$ cat src/rtl/regfile_wb_ctrl_if.sv
// Bundles the write-back controller's result, issue, hazard and write-port
// signals. Decode/execute side drives through master; the controller is slave.
interface regfile_wb_ctrl_if #(
    parameter int XLEN = 32
);
    logic            alu_valid;
    logic [4:0]      alu_rd;
    logic [XLEN-1:0] alu_data;

    logic            lsu_valid;
    logic            lsu_ready;
    logic [4:0]      lsu_rd;
    logic [XLEN-1:0] lsu_data;
    logic            lsu_full;

    logic            issue_valid;
    logic            issue_long;
    logic [4:0]      issue_rd;
    logic [4:0]      rs1num;
    logic [4:0]      rs2num;
    logic            hazard;
    logic            fwd_rs1;
    logic            fwd_rs2;

    logic            reg_w;
    logic [4:0]      rd_num;
    logic [XLEN-1:0] rd_data;

    modport master (
        output alu_valid, alu_rd, alu_data,
        output lsu_valid, lsu_rd, lsu_data,
        output issue_valid, issue_long, issue_rd, rs1num, rs2num,
        input  lsu_ready, lsu_full, hazard, fwd_rs1, fwd_rs2,
        input  reg_w, rd_num, rd_data
    );

    modport slave (
        input  alu_valid, alu_rd, alu_data,
        input  lsu_valid, lsu_rd, lsu_data,
        input  issue_valid, issue_long, issue_rd, rs1num, rs2num,
        output lsu_ready, lsu_full, hazard, fwd_rs1, fwd_rs2,
        output reg_w, rd_num, rd_data
    );
endinterface

$ cat src/rtl/regfile_wb_ctrl.sv
// Register-file write-back controller: merges ALU and long-latency results onto
// the single write port, buffers long-latency results in a 2-entry FIFO, tracks
// pending long-latency destinations for decode stalls, and flags bypass of the
// value currently being written.
module regfile_wb_ctrl #(
    parameter int XLEN = 32,
    parameter int NREG = 32
) (
    input logic             clk,
    input logic             rst,
    regfile_wb_ctrl_if.slave bus
);

    // FIFO storage and control
    logic [4:0]      r_fifo_rd   [2];
    logic [XLEN-1:0] r_fifo_data [2];
    logic            r_wptr;
    logic            r_rptr;
    logic [1:0]      r_count;

    // Registered write port
    logic            r_reg_w;
    logic [4:0]      r_rd_num;
    logic [XLEN-1:0] r_rd_data;

    // Pending-destination scoreboard
    logic [NREG-1:0] r_pending;
    logic [NREG-1:0] w_pending_next;

    logic            w_push;
    logic            w_pop;
    logic            w_sel_valid;
    logic [4:0]      w_sel_rd;
    logic [XLEN-1:0] w_sel_data;
    logic [4:0]      w_head_rd;
    logic            w_set;
    logic            w_hazard;

    assign w_head_rd     = r_fifo_rd[r_rptr];
    assign bus.lsu_ready = (r_count != 2'd2);
    assign bus.lsu_full  = (r_count == 2'd2);
    assign w_push        = bus.lsu_valid & (r_count != 2'd2);

    // Arbitration: ALU always wins, otherwise drain the FIFO head
    always_comb begin
        w_pop       = 1'b0;
        w_sel_valid = 1'b0;
        w_sel_rd    = '0;
        w_sel_data  = '0;
        if (bus.alu_valid) begin
            w_sel_valid = 1'b1;
            w_sel_rd    = bus.alu_rd;
            w_sel_data  = bus.alu_data;
        end else if (r_count != 2'd0) begin
            w_pop       = 1'b1;
            w_sel_valid = 1'b1;
            w_sel_rd    = w_head_rd;
            w_sel_data  = r_fifo_data[r_rptr];
        end
    end

    // FIFO payload storage; contents are don't-care while not counted
    always_ff @(posedge clk) begin
        if (w_push) begin
            r_fifo_rd[r_wptr]   <= bus.lsu_rd;
            r_fifo_data[r_wptr] <= bus.lsu_data;
        end
    end

    // FIFO pointers and occupancy
    always_ff @(posedge clk) begin
        if (rst) begin
            r_wptr  <= 1'b0;
            r_rptr  <= 1'b0;
            r_count <= '0;
        end else begin
            if (w_push) r_wptr <= ~r_wptr;
            if (w_pop)  r_rptr <= ~r_rptr;
            case ({w_push, w_pop})
                2'b10:   r_count <= r_count + 2'd1;
                2'b01:   r_count <= r_count - 2'd1;
                default: r_count <= r_count;
            endcase
        end
    end

    // Register-file write port; address/data hold when idle
    always_ff @(posedge clk) begin
        if (rst) begin
            r_reg_w   <= 1'b0;
            r_rd_num  <= '0;
            r_rd_data <= '0;
        end else if (w_sel_valid) begin
            r_reg_w   <= (w_sel_rd != 5'd0);
            r_rd_num  <= w_sel_rd;
            r_rd_data <= w_sel_data;
        end else begin
            r_reg_w   <= 1'b0;
        end
    end

    // Hazard from registered scoreboard state only
    always_comb begin
        w_hazard = (r_pending[bus.rs1num] & (bus.rs1num != 5'd0))
                 | (r_pending[bus.rs2num] & (bus.rs2num != 5'd0))
                 | (bus.issue_valid & r_pending[bus.issue_rd] & (bus.issue_rd != 5'd0));
    end

    assign w_set = bus.issue_valid & bus.issue_long & (bus.issue_rd != 5'd0) & ~w_hazard;

    // Next scoreboard: clear on pop applied before set so a same-register set wins
    always_comb begin
        w_pending_next = r_pending;
        if (w_pop) w_pending_next[w_head_rd] = 1'b0;
        if (w_set) w_pending_next[bus.issue_rd] = 1'b1;
        w_pending_next[0] = 1'b0;
    end

    // Scoreboard register
    always_ff @(posedge clk) begin
        if (rst) r_pending <= '0;
        else     r_pending <= w_pending_next;
    end

    assign bus.hazard  = w_hazard;
    assign bus.fwd_rs1 = r_reg_w & (r_rd_num == bus.rs1num) & (bus.rs1num != 5'd0);
    assign bus.fwd_rs2 = r_reg_w & (r_rd_num == bus.rs2num) & (bus.rs2num != 5'd0);
    assign bus.reg_w   = r_reg_w;
    assign bus.rd_num  = r_rd_num;
    assign bus.rd_data = r_rd_data;

endmodule

$ cat src/flat_wrapper.sv
// flat-port wrapper written by rule: the top's interface ports become plain ports
module regfile_wb_ctrl_flat 
#(
    parameter int XLEN = 32,
    parameter int NREG = 32
)
  (clk, rst, bus_alu_valid, bus_alu_rd, bus_alu_data, bus_lsu_valid, bus_lsu_rd, bus_lsu_data, bus_issue_valid, bus_issue_long, bus_issue_rd, bus_rs1num, bus_rs2num, bus_lsu_ready, bus_lsu_full, bus_hazard, bus_fwd_rs1, bus_fwd_rs2, bus_reg_w, bus_rd_num, bus_rd_data);
  regfile_wb_ctrl_if #(.XLEN(XLEN)) bus_i ();
  input logic clk;
  input logic rst;
  input wire logic [$bits(bus_i.alu_valid)-1:0] bus_alu_valid;
  input wire logic [$bits(bus_i.alu_rd)-1:0] bus_alu_rd;
  input wire logic [$bits(bus_i.alu_data)-1:0] bus_alu_data;
  input wire logic [$bits(bus_i.lsu_valid)-1:0] bus_lsu_valid;
  input wire logic [$bits(bus_i.lsu_rd)-1:0] bus_lsu_rd;
  input wire logic [$bits(bus_i.lsu_data)-1:0] bus_lsu_data;
  input wire logic [$bits(bus_i.issue_valid)-1:0] bus_issue_valid;
  input wire logic [$bits(bus_i.issue_long)-1:0] bus_issue_long;
  input wire logic [$bits(bus_i.issue_rd)-1:0] bus_issue_rd;
  input wire logic [$bits(bus_i.rs1num)-1:0] bus_rs1num;
  input wire logic [$bits(bus_i.rs2num)-1:0] bus_rs2num;
  output wire logic [$bits(bus_i.lsu_ready)-1:0] bus_lsu_ready;
  output wire logic [$bits(bus_i.lsu_full)-1:0] bus_lsu_full;
  output wire logic [$bits(bus_i.hazard)-1:0] bus_hazard;
  output wire logic [$bits(bus_i.fwd_rs1)-1:0] bus_fwd_rs1;
  output wire logic [$bits(bus_i.fwd_rs2)-1:0] bus_fwd_rs2;
  output wire logic [$bits(bus_i.reg_w)-1:0] bus_reg_w;
  output wire logic [$bits(bus_i.rd_num)-1:0] bus_rd_num;
  output wire logic [$bits(bus_i.rd_data)-1:0] bus_rd_data;
  assign bus_i.alu_valid = bus_alu_valid;
  assign bus_i.alu_rd = bus_alu_rd;
  assign bus_i.alu_data = bus_alu_data;
  assign bus_i.lsu_valid = bus_lsu_valid;
  assign bus_i.lsu_rd = bus_lsu_rd;
  assign bus_i.lsu_data = bus_lsu_data;
  assign bus_i.issue_valid = bus_issue_valid;
  assign bus_i.issue_long = bus_issue_long;
  assign bus_i.issue_rd = bus_issue_rd;
  assign bus_i.rs1num = bus_rs1num;
  assign bus_i.rs2num = bus_rs2num;
  assign bus_lsu_ready = bus_i.lsu_ready;
  assign bus_lsu_full = bus_i.lsu_full;
  assign bus_hazard = bus_i.hazard;
  assign bus_fwd_rs1 = bus_i.fwd_rs1;
  assign bus_fwd_rs2 = bus_i.fwd_rs2;
  assign bus_reg_w = bus_i.reg_w;
  assign bus_rd_num = bus_i.rd_num;
  assign bus_rd_data = bus_i.rd_data;
  regfile_wb_ctrl #(.XLEN(XLEN), .NREG(NREG)) u_core (.clk(clk), .rst(rst), .bus(bus_i));
endmodule
$ cat config.mk
export PLATFORM = sky130hd
export DESIGN_NAME = regfile_wb_ctrl_flat
export DESIGN_NICKNAME = d
export VERILOG_FILES = /design/src/rtl/regfile_wb_ctrl_if.sv /design/src/rtl/regfile_wb_ctrl.sv /design/src/flat_wrapper.sv
export SDC_FILE = /design/constraint.sdc
export NUM_CORES = 1
export LEC_CHECK = 0
export CORE_ASPECT_RATIO = 2
export CORE_UTILIZATION = 56
export CTS_CLUSTER_SIZE = 25
export DETAILED_ROUTE_END_ITERATION = 10
export PLACE_DENSITY = 0.85
export SYNTH_ARGS = -nofsm -noshare
export SYNTH_HDL_FRONTEND = slang
export SYNTH_SLANG_ARGS = --single-unit
$ cat constraint.sdc
create_clock -name clk -period 5.26 [get_ports clk]
set_clock_uncertainty 0.1 [all_clocks]
set_input_delay 1.052 -clock clk [delete_from_list [all_inputs] [get_ports clk]]
set_output_delay 1.052 -clock clk [all_outputs]
set_load 0.03 [all_outputs]
==> flow_summary.toml <==
[clock_tree]
postCtsHoldBufs = 0
insertion_delay_ns = 0.42
clock-sinks = 148
tritoncts = "built"
numCtsBuffers = 17
path_clk_slew_ns = 0.06
post_cts_resized = 0
clock_path_buffers = 2
postCtsSetupBuffers = 0
h-tree-depth = 4
cts_root_buf = "clkbuf_16"

[floorplanning]
die_w_um = 81.51
num_rows = 57
dieHeight_um = 161.0
start_util_pct = 57.71
die-area_um2 = 13120
io_pins = 138
core_area_um2 = 12270

[yosys]
synth-seq-area-share_pct = 52.32
synthArstFlopShare_pct = 0
synth_edf_count = 74
ys_warn_count = 0
netlist_instances = 662
synth_cell_types = 52
syn_nets = 758
avgSynthCellArea_um2 = 10.69
synth_ff_type = "edfxtp_1"
netlist_area_um2 = 7079
ys_ff_latch = 148

[global_route]
grtUsageTotal_pct = 33.43
grt.overflow.total = 0
busiest_layer = "met2"
grtUsageMet3_pct = 8.362
grt_pass1_wl_um = 31910
grt_max_degree = 80
use_met2_pct = 57.12
antenna_found_initial = 1
grtUsageMet1_pct = 35.19
first_global_vias = 5915

[drt]
ant_nets = 0
wl_per_cell_um = 21.97
route.detailed.drc = 0
dr_total_vias = 5921
drt_wl_total_um = 20520
drtPass1Iterations = 5
drt_iter0_markers = 528
viasPerCell = 6.339

[timing]
tightest_slew_ns = 1.192
grt_setup_unrepaired = "false"
post-route-period-util_pct = 88.48
period_needed_ns = 4.654
drv_slew = 0
final_hold_viol_count = 0
setup_tns_ns = 0
setup_viol = 0
fmax_mhz = 214.9
hold_slack_ns = 0.4219
relSlewSlack_pct = 20.54
setup_slack_ns = 0.6059

[placement]
dpl_worst_slack_ns = 0.6644
place.port_buffers = 137
gp_congestion = 0.9689
place_inst = 901
place.detailed.hpwl_um = 14100

[final_layout]
fin_cells = 934
area.growth.synth_to_final_pct = 27.27
final_nets = 869
nFillCells = 850
final_cell_mix = "clkdlybuf4s50_1 (134), nor2_1 (94), edfxtp_1 (74)"
drive_gt1_share_pct = 9.288
final_common_cell = "clkdlybuf4s50_1"

[pwr]
power.internal_uw = 2536
combPwrFrac_pct = 30.4
ir_drop_v = 0.0003467
pwr-share-clk_pct = 30.0
switching_share_pct = 34.85
seqPwrFrac_pct = 39.6
power_leakage_uw = 0.003061
power_uw = 3892
p_sw_uw = 1356
powerDensity_nw_per_um2 = 432.0

[hold_path]
hold_class = "flop to flop"
hold_depth = 2

[worst_setup_path]
cp-start-kind = "primary input"
critPathCaptureType = "output pin"
cp_max_fo = 10
reg2reg_depth = 6
criticalPathCategory = "primary input to output pin"
cp.arrival_ns = 3.50
rrSetupSlack_ns = 2.30
required_ns = 4.11

[status]
status = "finished, final reports clean"

[flow_run]
drv_cap = 0
==> synth_stat cells, drive strengths merged (19+ instances only) <==
cell type   n  area, um2
mux2i      47      470.5
nand2      42      157.7
clkbuf     33      125.1
edfxtp     74       2222
nand3b     33      247.7
a21oi      43      219.0
dfxtp      74       1481
o21ai      33      165.1
a211oi     37      277.8
nor2       95      356.6
buf        19      121.4
nand4      33      212.7
==> logic make-up (layout without fill, tap and decap cells) <==
family          after synthesis  count (layout)  share of synthesized area [%]
compound gates              127             127                          11.22
xor+xnor                     12              12                          1.485
fa+ha+maj                     1               1                         0.1767
buf+inv                      57             181                          3.747
flops                       148             148                          52.32
mux                          70              70                          13.33
other cells                   0               1                              0
simple gates                247             247                          17.73
==> power by group through the flow <==
stage	Sequential, uW	Clock [uW]	Combinational, uW
after global placement	1550	0	1120
final	1540	1170	1180
after floorplan	1600	0	728
after detailed placement	1560	0	1160
after global routing	1560	1220	1290
after CTS	1540	1180	1180
==> critical path, cell delays in order <==
cell and delay [ns]:
clkdlybuf4s50_1 0.81, mux4_2 0.57, mux2i_1 0.21, nand3b_1 0.11
nand4_1 0.12, nand4_2 0.22, a21o_1 0.23, buf_4 0.17
==> cell type report <==
class / count / area [um2] / area share (%)
clock inverters: 14 / 140.1 / 1.555
repair buffers: 144 / 1411 / 15.66
inverters: 5 / 18.77 / 0.2083
flip-flops and latches: 148 / 3705 / 41.12
clock buffers: 18 / 429.2 / 4.763
well taps: 147 / 183.9 / 2.041
diodes: 1 / 2.502 / 0.02777
multi-input cells: 457 / 3119 / 34.62
==> stage by stage <==
stage          utilization, %  cell area [um2]
2_1_floorplan               -             7079
3_3_place_gp            68.79             8438
3_5_place_dp            68.79             8438
4_1_cts                 73.43             9007
5_1_grt                 73.45             9010
6_report                73.45             9010
==> state kept, by name, indices dropped and copies added (netlist names), named ones only <==
signal              count
u_core.r_pending       31
u_core.r_fifo_data     64
u_core.r_count          2
u_core.bus.rd_data     32
u_core.bus.reg_w        1
u_core.r_fifo_rd       10
u_core.r_wptr           1
u_core.r_rptr           1
u_core.bus.rd_num       5
==> worst paths after layout <==
check,start,to
max,bus_rs2num[0],bus_hazard
min,u_core.r_rptr,flop
max reg2reg,flop,u_core.bus.reg_w
min reg2reg,u_core.r_rptr,flop
==> metal layers <==
metal | wire [um] | share of wire (%) | vias to the layer above
met4 | 1449 | 7.1 | 0
met3 | 1240 | 6.0 | 94
met5 | 0 | 0 | -
met2 | 11010 | 54 | 287
li1 | - | - | 2696
met1 | 6823 | 33 | 2844
No activity file was read; power rests on OpenSTA's default activity.
